==> src/rtl/bcd_pkg.sv <==
// Shared definitions for the BCD converters: FSM states, default digit
// count, binary width computation and the nibble constants used by the
// reverse double-dabble correction.
package bcd_pkg;

   typedef enum logic [1:0] {
      ST_IDLE  = 2'd0,
      ST_SHIFT = 2'd1,
      ST_DONE  = 2'd2
   } state_t;

   localparam int unsigned DIGITS_DEF = 4;

   localparam logic [3:0] NIB_ADJ_TH  = 4'd8;
   localparam logic [3:0] NIB_ADJ_SUB = 4'd3;
   localparam logic [3:0] NIB_MAX     = 4'd9;

   // ceil(log2(10^digits)): bit length of the largest value, 10^digits-1.
   // 10^digits is never a power of two, so the two are equal.
   function automatic int unsigned bin_width(input int unsigned digits);
      longint unsigned v;
      int unsigned     w;
      v = 64'd1;
      w = 0;
      for (int unsigned i = 0; i < digits; i++) begin
         v = v * 64'd10;
      end
      v = v - 64'd1;
      while (v != 64'd0) begin
         w++;
         v = v >> 1;
      end
      return w;
   endfunction

endpackage

==> src/rtl/bcd_digit_adjust.sv <==
// Per-digit correction for reverse double-dabble: after a right shift a
// nibble that received a bit from its upper neighbour (weight 8, should be
// weight 5) is pulled back by 3.
module bcd_digit_adjust
   import bcd_pkg::*;
(
   input  logic [3:0] i_nib,
   output logic [3:0] o_nib
);

   // Subtract 3 from any nibble that is 8 or above
   always_comb begin
      o_nib = i_nib;
      if (i_nib >= NIB_ADJ_TH) begin
         o_nib = i_nib - NIB_ADJ_SUB;
      end
   end

endmodule

==> src/rtl/bcd_to_binary_converter.sv <==
// Packed BCD to binary converter using reverse double-dabble, one bit per
// cycle. Digit 0 lives in bcd_in[3:0], matching the binary-to-BCD converter.
// Optional macro BCD2BIN_ERROR_CHECK_EN: invalid digits (>9) skip the shift
// phase and report error=1 with binary_out=0.
module bcd_to_binary_converter
   import bcd_pkg::*;
#(
   parameter  int unsigned DIGITS = DIGITS_DEF,
   localparam int unsigned BIN_W  = bin_width(DIGITS)
)(
   input  logic                  clk,
   input  logic                  rst,
   input  logic                  start,
   input  logic [4*DIGITS-1:0]   bcd_in,
   output logic [BIN_W-1:0]      binary_out,
   output logic                  busy,
   output logic                  done,
   output logic                  error
);

   localparam int unsigned   SHIFTS   = 4 * DIGITS;
   localparam int unsigned   CW       = $clog2(SHIFTS);
   localparam logic [CW-1:0] CNT_LAST = CW'(SHIFTS - 1);

   state_t              r_state;
   state_t              w_next;
   logic [SHIFTS-1:0]   r_bcd;
   logic [SHIFTS-1:0]   r_bin;
   logic [SHIFTS-1:0]   w_shift_bcd;
   logic [SHIFTS-1:0]   w_shift_bin;
   logic [SHIFTS-1:0]   w_adj_bcd;
   logic [CW-1:0]       r_cnt;
   logic                w_cnt_last;
   logic [BIN_W-1:0]    r_out;

   // The bin register is SHIFTS wide so that after SHIFTS shifts the value
   // sits right-aligned; its top bits are zero for any valid input.
   assign w_shift_bcd = {1'b0, r_bcd[SHIFTS-1:1]};
   assign w_shift_bin = {r_bcd[0], r_bin[SHIFTS-1:1]};
   assign w_cnt_last  = (r_cnt == CNT_LAST);

   for (genvar g = 0; g < DIGITS; g++) begin : g_adj
      bcd_digit_adjust u_adj (
         .i_nib (w_shift_bcd[4*g +: 4]),
         .o_nib (w_adj_bcd[4*g +: 4])
      );
   end

`ifdef BCD2BIN_ERROR_CHECK_EN
   logic [DIGITS-1:0] w_nib_bad;
   logic              w_bad;
   logic              r_err;

   for (genvar g = 0; g < DIGITS; g++) begin : g_chk
      assign w_nib_bad[g] = (bcd_in[4*g +: 4] > NIB_MAX);
   end
   assign w_bad = |w_nib_bad;
   assign error = r_err;
`else
   assign error = 1'b0;
`endif

   // State register
   always_ff @(posedge clk or negedge rst) begin
      if (!rst) begin
         r_state <= ST_IDLE;
      end else begin
         r_state <= w_next;
      end
   end

   // Next-state and status outputs
   always_comb begin
      w_next = r_state;
      busy   = 1'b0;
      done   = 1'b0;
      case (r_state)
         ST_IDLE: begin
            if (start) begin
`ifdef BCD2BIN_ERROR_CHECK_EN
               w_next = w_bad ? ST_DONE : ST_SHIFT;
`else
               w_next = ST_SHIFT;
`endif
            end
         end
         ST_SHIFT: begin
            busy = 1'b1;
            if (w_cnt_last) begin
               w_next = ST_DONE;
            end
         end
         ST_DONE: begin
            done   = 1'b1;
            w_next = ST_IDLE;
         end
         default: w_next = ST_IDLE;
      endcase
   end

   // Datapath: capture, shift/adjust, and result load on entry to DONE
   always_ff @(posedge clk or negedge rst) begin
      if (!rst) begin
         r_bcd <= '0;
         r_bin <= '0;
         r_cnt <= '0;
         r_out <= '0;
`ifdef BCD2BIN_ERROR_CHECK_EN
         r_err <= 1'b0;
`endif
      end else begin
         case (r_state)
            ST_IDLE: begin
               if (start) begin
                  r_bcd <= bcd_in;
                  r_bin <= '0;
                  r_cnt <= '0;
`ifdef BCD2BIN_ERROR_CHECK_EN
                  if (w_bad) begin
                     r_out <= '0;
                     r_err <= 1'b1;
                  end
`endif
               end
            end
            ST_SHIFT: begin
               r_bcd <= w_adj_bcd;
               r_bin <= w_shift_bin;
               r_cnt <= r_cnt + 1'b1;
               // Final shift result goes straight to the output so it is
               // valid during the DONE cycle.
               if (w_cnt_last) begin
                  r_out <= w_shift_bin[BIN_W-1:0];
`ifdef BCD2BIN_ERROR_CHECK_EN
                  r_err <= 1'b0;
`endif
               end
            end
            default: ;
         endcase
      end
   end

   assign binary_out = r_out;

endmodule
==> config.mk <==
export PLATFORM = sky130hd
export DESIGN_NAME = bcd_to_binary_converter
export DESIGN_NICKNAME = d
export VERILOG_FILES = /design/src/rtl/bcd_pkg.sv /design/src/rtl/bcd_digit_adjust.sv /design/src/rtl/bcd_to_binary_converter.sv
export SDC_FILE = /design/constraint.sdc
export NUM_CORES = 1
export LEC_CHECK = 0
export CAP_MARGIN = 10
export CELL_PAD_IN_SITES_DETAIL_PLACEMENT = 0
export CELL_PAD_IN_SITES_GLOBAL_PLACEMENT = 1
export CORE_UTILIZATION = 43
export DETAILED_ROUTE_END_ITERATION = 12
export PLACE_DENSITY = 0.78
export RECOVER_POWER = 100
export SYNTH_ARGS = -nofsm -noshare
export SYNTH_HDL_FRONTEND = slang
export SYNTH_SLANG_ARGS = --single-unit
==> constraint.sdc <==
create_clock -name clk -period 1.9 [get_ports clk]
set_input_delay 0.38 -clock clk [delete_from_list [all_inputs] [get_ports clk]]
set_output_delay 0.38 -clock clk [all_outputs]
set_load 0.005 [all_outputs]
[Yosys cells after proc, flatten, opt, wreduce, memory -nomap -nowiden]
Cells that the tools add are included.
Word-level totals
  flip-flop bits (word level): 52
Cells by class
  add/sub/neg operators: 5
  order comparisons: 4
  equality and inequality tests: 5
  multiplexer cells: 15
  reduce and logical (&&, ||, !) cells: 5
Operator list (number)
  $pmux W16 S2: 2
  $mux W16: 2
  $mux W4: 5
  $ge A4 B4 Y1 const B: 3
  $sub A4 B2 Y4 const B: 3
  $pmux W4 S2: 1
  $reduce_and A2 Y1: 3
  $add A4 B1 Y4 const B: 1
  $eq A4 B4 Y1 const B: 1
  $ge A3 B4 Y1 const B: 1
  $mux W2: 2
  $ne A2 B2 Y1 const B: 2
  $pmux W2 S2: 1
  $sub A3 B2 Y4 const B: 1
  $eq A2 B1 Y1 const B: 1
  $eq A2 B2 Y1 const B: 1
  $logic_not A2 Y1: 1
  $mux W1: 2
  $reduce_bool A2 Y1: 1

[Logic depth before layout (Yosys ltp)]
Gate-level depths: netlist of run 1.
  depth in word-level cells: 3
  mapped depth: 6
  gate-level depth less buffers: 4

[Hierarchy]
From an unflattened synthesis of run 1, not the netlist that was laid out.
Unflattened totals
  cells, all modules: 203
  area total of the unflattened synthesis: 2407.3 µm²
By module, submodules not included
  bcd_to_binary_converter: instances 1, cells each 159, area an instance 2102.0 µm²
  bcd_digit_adjust: instances 4, cells each 11, area an instance 76.3 µm²

[Worst setup path before layout of run 1]
No wires, ideal clock.
  path type: reg2reg
  from: register r_cnt[0]
  to: register r_out[10], in the netlist binary_out[10]
  library setup time: 0.125 ns
  arrival time: 1.430 ns
  slack: 0.345 ns
  stages on the path, launching flop included: 6
  path buffers: 1
  clock period less this slack: 1.555 ns
  cells stage by stage: dfrtp_1 ha_1 inv_1 nor3_4 buf_12 mux2_4
Between the ends
  longest elaborated chain between the ends: 2
Ends and longest elaborated chain
  start, declared: line bcd_to_binary_converter.sv:32  | logic [CW-1:0] r_cnt;
  start signal, assigned: line bcd_to_binary_converter.sv:129  | r_cnt <= r_cnt + 1'b1;
  $eq A4 B4 Y1: line bcd_to_binary_converter.sv:40  | assign w_cnt_last = (r_cnt == CNT_LAST);
  $reduce_and A2 Y1 (no line)
  end signal, assigned: line bcd_to_binary_converter.sv:133  | r_out <= w_shift_bin[BIN_W-1:0];
  end, declared: line bcd_to_binary_converter.sv:34  | logic [BIN_W-1:0] r_out;
Every way passes these cells.
A chain may end at the register's enable or synchronous reset.

[Worst setup path after layout of run 1]
  from: register r_state[1]
  to: output port busy
Between the ends
  longest elaborated chain between the ends: 2
Ends and longest elaborated chain
  start, declared: line bcd_to_binary_converter.sv:25  | state_t r_state;
  start signal, assigned: line bcd_to_binary_converter.sv:68  | r_state <= w_next;
  $eq A2 B1 Y1: line bcd_to_binary_converter.sv:77  | case (r_state)
  $mux W1: line bcd_to_binary_converter.sv:77
  end, declared: line bcd_to_binary_converter.sv:16  | output logic busy,
Every way passes these cells.

==> results of run 1 <==
[sequential cells by signal, summed over array words and instances (netlist names)]
name	count
r_bin	15
r_state	2
r_cnt	4
r_bcd	16
binary_out	14
[logic make-up after synthesis]
logic type               synth area share, %
adder cells (fa/ha/maj)                 3.66
flip-flops                              53.3
AND/OR/NAND/NOR                         10.5
other                                  0.157
XOR/XNOR                                2.19
buffers and inverters                   5.07
multiplexers                            9.24
AO/OA/AOI/OAI                           15.9
[layer usage]
metal / GRT usage, % / vias up / share of wire [%]
li1: - / 793 / -
met1: 25.4 / 804 / 51
met2: 23.4 / 21 / 44
met3: 3.83 / 7 / 3.1
met4: 6.92 / 0 / 1.7
met5: 0 / - / 0
[through the flow]
step	hold slack, ps	area, um2	utilization, %
detailed placement	401	2850	54.4
CTS	59.3	2970	56.7
global placement	391	2850	54.4
finish	419	2920	55.8
global route	526	2920	55.8
floorplan	84.4	2400	-
[worst max-delay path: stages (launching register included)]
cell             delay (ps)
dfrtp_1                 410
nand2b_4                170
clkinv_2                 60
clkdlybuf4s50_1         490
[power breakdown]
group | internal (W) | switching, W
Clock | 0.000385 | 0.000353
Combinational | 0.00103 | 0.000828
Sequential | 0.00154 | 0.000357
Total | 0.00295 | 0.00154
[cell type report]
type / instances / area [um2]
Fill cell: 481 / 2310
Sequential cell: 51 / 1280
Multi-Input combinational cell: 126 / 957
Timing Repair Buffer: 48 / 457
Tap cell: 70 / 87.6
Clock buffer: 5 / 68.8
Inverter: 10 / 38.8
Clock inverter: 2 / 37.5
[placed cells by master, fill, tap and decap left out, types with 3 or more instances in the layout]
| cell type | count |
|---|---|
| xnor2_1 | 4 |
| mux2i_1 | 3 |
| nand2_1 | 13 |
| nor3b_1 | 3 |
| dfrtp_1 | 51 |
| a21oi_1 | 14 |
| dlygate4sd3_1 | 15 |
| inv_1 | 9 |
| clkbuf_8 | 5 |
| nand2b_1 | 5 |
| o21ai_0 | 5 |
| o22a_1 | 3 |
| buf_4 | 7 |
| nor2b_1 | 6 |
| mux2_2 | 5 |
| and3b_1 | 3 |
| a22o_1 | 16 |
| clkdlybuf4s50_1 | 17 |
| ha_1 | 7 |
| nor2_1 | 6 |
| o221ai_1 | 3 |
| mux2_1 | 8 |
[final timing paths]
kind	depth (start not counted)	end	slack (ps)
worst max register to register	5	binary_out[3]$_DFFE_PN0P_	230
min in group clk	1	binary_out[5]$_DFFE_PN0P_	480
worst max-delay path	3	busy	90
worst min-delay path	2	r_bcd[9]$_DFFE_PN0P_	420
worst min register to register	1	binary_out[5]$_DFFE_PN0P_	480
max in group asynchronous	2	r_cnt[0]$_DFFE_PN0P_	720
[timing repair]
item                       CTS  global route
setup endpoints to repair    1             2
buffers inserted             1             3
cloned                       0             0
gates resized for setup      2             1
==> metrics.txt, run 1 <==
status finished, final reports clean; Clock Path Buffers 2; I/O pin count 36; RSZ-0062 raised after global routing false; Slew @ Worst Pin around 1200 ps; Total Routing Usage GR approximately 17%; post-synth top area cell dfrtp_1; vias in the first global route about 1500; number of synthesized flops with an enable pin 0; antenna-violating nets left 0; # port buffers 34; DIE HEIGHT roughly 77 um; area grow syn2layout 22.0%; slew margin rel. 17.0%; RR Startpoint r_state[1]$_DFFE_PN0P_; vias per inst about 5.2; mapped cell area 2400 um2; crit end category output port; clk_lat worst skew 310 ps; GPL Wtd Cong 0.775; CTS tree done; Mean Syn Cell Area 12.0 um2; Max Fclk 553 MHz; Mapped Nets 226; die area 5870 um2; Sum Neg Setup Slack 0 ps; vias post-DR 1625; pins over their slew limit 0; Initial Utilization 45.7%; synth top area cells dfrtp_1 53%, a22o_1 5.8%, mux2_4 5.6%; largest net degree at the start of global routing 52; Post-synth top cells 51 x dfrtp_1, 16 x a22o_1, 14 x a21oi_1; worst min-delay path category primary input to asynchronous set/reset pin; H-tree Lvls 2; drt pass-1 iters 4; Worst-path clk slew 90 ps; CP max FO 4; top-count cell post-synth dfrtp_1; Max VDD drop 0.916 mV; synthesized flop and latch total between 50 and 60; core box area 5240 um2; crit path DAT between 1000 and 1500 ps; Power, Total 0.00449 W; Synth cell types 41; final period utilization a little over nine tenths; Worst EP required roughly 1500 ps; Hold Fails Final Rpt 0; fraction of registers with async set/reset 100%; initial antenna violation count 0; CP Class flop to output port; initial drt markers 118; Rows 26; Routed WL per cell 14.2 um; Setup crit start r_state[1]$_DFFE_PN0P_; Seq/Total Area, Yosys a little over half; global-route wire length before repair 7710 um; Primary FF master, synth dfrtp_1; Post-CTS Hold Buffers 0; CP Launch Type flop; worst setup margin 91.8 ps; clock root cell clkbuf_8; # diodes 0; skew final 8.28 ps; clock sinks between 50 and 60; pre-CTS setup slack 212 ps; drc violations 0; final wirelength 4430 um; Die X 76.6 um; placed cells roughly 300; TritonCTS buffer count 5; final net count ~270; setup violators final 0; gr ovfl total 0; top cell type's share of synthesized area 53.3%; layout cell share with drive strength beyond 1 a little under an eighth; Ys Warns 0; Finished Layout Cells ~310; fin crit period 1810 ps; Pwr Density about 1500 nW/um2; detailed-placement wirelength estimate just under 3000 um; Syn Inst Count 200; MaxCap Viol Count 0; P_leak 1.37 nW
No activity file was read; power rests on OpenSTA's default activity.
==> run 2, diff against run 1 <==
Settings changed: SLEW_MARGIN set to 5.
==> results of run 2 <==
Final layout, timing and power as in run 1 (identical DEF).
==> run 3, diff against run 2 <==
Settings changed: ABC_AREA set to 1, CELL_PAD_IN_SITES_GLOBAL_PLACEMENT 1 to 2, CORE_UTILIZATION 43 to 32, PLACE_DENSITY 0.78 to 0.77, SLEW_MARGIN 5 to 20.
==> run 3 against run 2 <==
Compared with the run above:
- highest routed layer unchanged
- total power shrank 0.30%
- cell count grew 34%
- first-iteration DRC count shrank 36%
- sequential power is essentially flat
- die area grew 36%
- final area grew 0.34%
- non-clock buffer count shrank 5
- sequential share of layout area shrank 0.15 points
- clock power grew 4.3%
==> metrics.txt, run 3 <==
Max Fclk 555 MHz (was 553 MHz); detailed-placement wirelength estimate 3490 um (was 2960 um); area grow syn2layout 19.9% (was 22.0%); vias in the first global route 1749 (was 1530); Max VDD drop 0.464 mV (was 0.916 mV); crit-path max cell delay 530 ps (was 490 ps); GPL Wtd Cong 0.730 (was 0.775); post-synth top area cell dfrtp_1 (unchanged); vias per inst 4.36 (was 5.21); clk_lat worst skew 310 ps (about the same); RSZ-0062 raised after global routing false (unchanged); Fillers 771 (was 481); top cell type's share of synthesized area 52.2% (was 53.3%); max FFs per register 16 (unchanged); final wirelength 4860 um (was 4430 um); mapped cell area 2450 um2 (was 2400 um2); initial antenna violation count 0 (unchanged); clock sinks 51 (unchanged); commonest non-fill, non-tap cells in the layout 65 x nand2_1, 51 x dfrtp_1, 45 x inv_1 (was 51 x dfrtp_1, 17 x clkdlybuf4s50_1, 16 x a22o_1); antenna-violating nets left 0 (unchanged); Mean Syn Cell Area 8.74 um2 (was 12.0 um2); CP max FO 2 (was 4); largest net degree at the start of global routing 29 (was 52); cell family with most CP delay buffers and inverters (unchanged); Hold Fails Final Rpt 0 (unchanged); Die X 89.4 um (was 76.6 um); Clock Path Buffers 2 (unchanged); initial drt markers 76 (was 118); Critical path buffers and inverters 1 (was 2); final period utilization 94.8% (was 95.2%); Biggest register r_bcd (unchanged); I/O pin count 36 (unchanged); MaxCap Viol Count 0 (unchanged); TritonCTS buffer count 5 (unchanged); DIE HEIGHT 89.4 um (was 76.6 um); H-tree Lvls 2 (unchanged); synth top area cells dfrtp_1 52%, nand2_1 9.8%, inv_1 6.9% (was dfrtp_1 53%, a22o_1 5.8%, mux2_4 5.6%); Worst-path clk slew 100 ps (was 90 ps); worst min-delay path category primary input to asynchronous set/reset pin (unchanged); multi-input logic area 837 um2 (was 957 um2); CP Class flop to output port (unchanged); CP cell instances nor2_2 > clkdlybuf4s50_1 (was nand2b_4 > clkinv_2 > clkdlybuf4s50_1); drt pass-1 iters 4 (unchanged); crit end category output port (unchanged); slew margin rel. 28.2% (was 17.0%); Primary FF master, synth dfrtp_1 (unchanged); fin crit period 1800 ps (was 1810 ps); Synth cell types 26 (was 41); Routed WL per cell 11.6 um (was 14.2 um); synthesized flop and latch total 51 (unchanged); Ys Warns 0 (unchanged); pins over their slew limit 0 (unchanged); Slew @ Worst Pin 1080 ps (was 1250 ps); Worst EP required 1520 ps (about the same); Pwr Density 1530 nW/um2 (was 1540 nW/um2); # port buffers 34 (unchanged); Initial Utilization 33.4% (was 45.7%); CP Launch Type flop (unchanged); gr ovfl total 0 (unchanged); Syn Inst Count 280 (was 200); global-route wire length before repair 8380 um (was 7710 um); layout cell share with drive strength beyond 1 7.52% (was 11.6%); Total Routing Usage GR 14.0% (was 17.0%); Placement Cell Area 2890 um2 (was 2850 um2); setup violators final 0 (unchanged); Sum Neg Setup Slack 0 ps (unchanged); Reg area 1280 um2 (unchanged); Rows 31 (was 26); slowest stage cell, crit path clkdlybuf4s50_1 (unchanged); Mapped Nets 306 (was 226); Seq/Total Area, Yosys 52.2% (was 53.3%); top-count cell post-synth nand2_1 (was dfrtp_1); number of synthesized flops with an enable pin 0 (unchanged); P_leak 1.41 nW (was 1.37 nW); CTS tree done (unchanged); Design Area, Final 2930 um2 (was 2920 um2); die area 8000 um2 (was 5870 um2); status finished, final reports clean (unchanged); Post-synth top cells 64 x nand2_1, 51 x dfrtp_1, 45 x inv_1 (was 51 x dfrtp_1, 16 x a22o_1, 14 x a21oi_1); core box area 7330 um2 (was 5240 um2); clock root cell clkbuf_8 (unchanged); leading cell type in the layout, fill and taps excluded nand2_1 (was dfrtp_1); drc violations 0 (unchanged); fraction of registers with async set/reset 100% (unchanged); vias post-DR 1824 (was 1625); crit path DAT 1420 ps (was 1430 ps); final net count 344 (was 268); # diodes 0 (unchanged); skew final 17.7 ps (was 8.28 ps)
==> run 3: changes by cell type in the layout (fill, tap and decap cells not counted), sizes merged, moves of 6 or more <==
cell and delta:
o21ai +24, inv +39, nor2b -6, o22ai +13, mux2 -14, nand3 +14
nand2b -6, a22o -15, nand2 +55, nor2 +18, a21oi -8
==> run 3: path summary, 6_finish.rpt <==
path                                             start                        end  slack (ps)  cells after the start
worst max register to register  r_state[0]$_DFFE_PN0P_  binary_out[5]$_DFFE_PN0P_         190                      7
min in group clk                  r_bin[8]$_DFFE_PN0P_  binary_out[7]$_DFFE_PN0P_         480                      2
worst min-delay path                               rst       r_bin[4]$_DFFE_PN0P_         230                      1
max in group asynchronous                          rst       r_bcd[2]$_DFFE_PN0P_         540                      2
worst min register to register    r_bin[8]$_DFFE_PN0P_  binary_out[7]$_DFFE_PN0P_         480                      2
worst max-delay path            r_state[1]$_DFFE_PN0P_                       busy         100                      2
==> run 3: final cells by class <==
type                    count  area share [%]
clock buffers               5            2.35
multi-input cells         170            28.5
repair buffers             43            13.8
clock inverters             3            1.58
well taps                  99            4.22
inverters                  47            6.02
flip-flops and latches     51            43.5
==> run 3: what timing repair did <==
action                     CTS  global route
setup endpoints to repair    0             1
setup buffers                0             1
resized for setup            0             1
hold buffers                 0             0
==> run 3: cell families after synthesis <==
| kind of cell | after synthesis | share of synthesized area [%] |
|---|---|---|
| flops | 51 | 52.2 |
| compound gates | 52 | 13.6 |
| fa+ha+maj | 7 | 3.58 |
| buf+inv | 59 | 11.7 |
| other cells | 1 | 0.153 |
| simple gates | 110 | 18.8 |
==> run 3: where the power goes <==
part | leakage (nW) | switching, W | internal [W]
sequential | 0.653 | 0.000321 | 0.00156
clock | 0.0548 | 0.000373 | 0.000397
combinational | 0.697 | 0.00102 | 0.000809
total | 1.41 | 0.00171 | 0.00276
==> run 3: per-stage QoR <==
stage | power [W] | cells | worst slack, ps | hold WS, ps | utilization (%)
final | 0.00448 | 418 | 99.2 | 232 | 40.0
after CTS | 0.00470 | 417 | 52.0 | 23.5 | 40.9
after global placement | 0.00390 | 409 | 277 | 372 | 39.4
after floorplan | 0.00326 | 280 | 628 | 84.4 | -
after detailed placement | 0.00392 | 409 | 246 | 373 | 39.4
after global routing | 0.00495 | 418 | 5.35 | 333 | 40.0
==> run 3: layer usage <==
metal / wire [um] / vias to the layer above / track usage (%) / share of wire [%]
li1: - / 956 / - / -
met1: 2480 / 833 / 19.3 / 51
met2: 2160 / 28 / 21.7 / 45
met3: 148 / 7 / 3.14 / 3.0
met4: 70 / 0 / 4.76 / 1.4
met5: 0 / - / 0 / 0
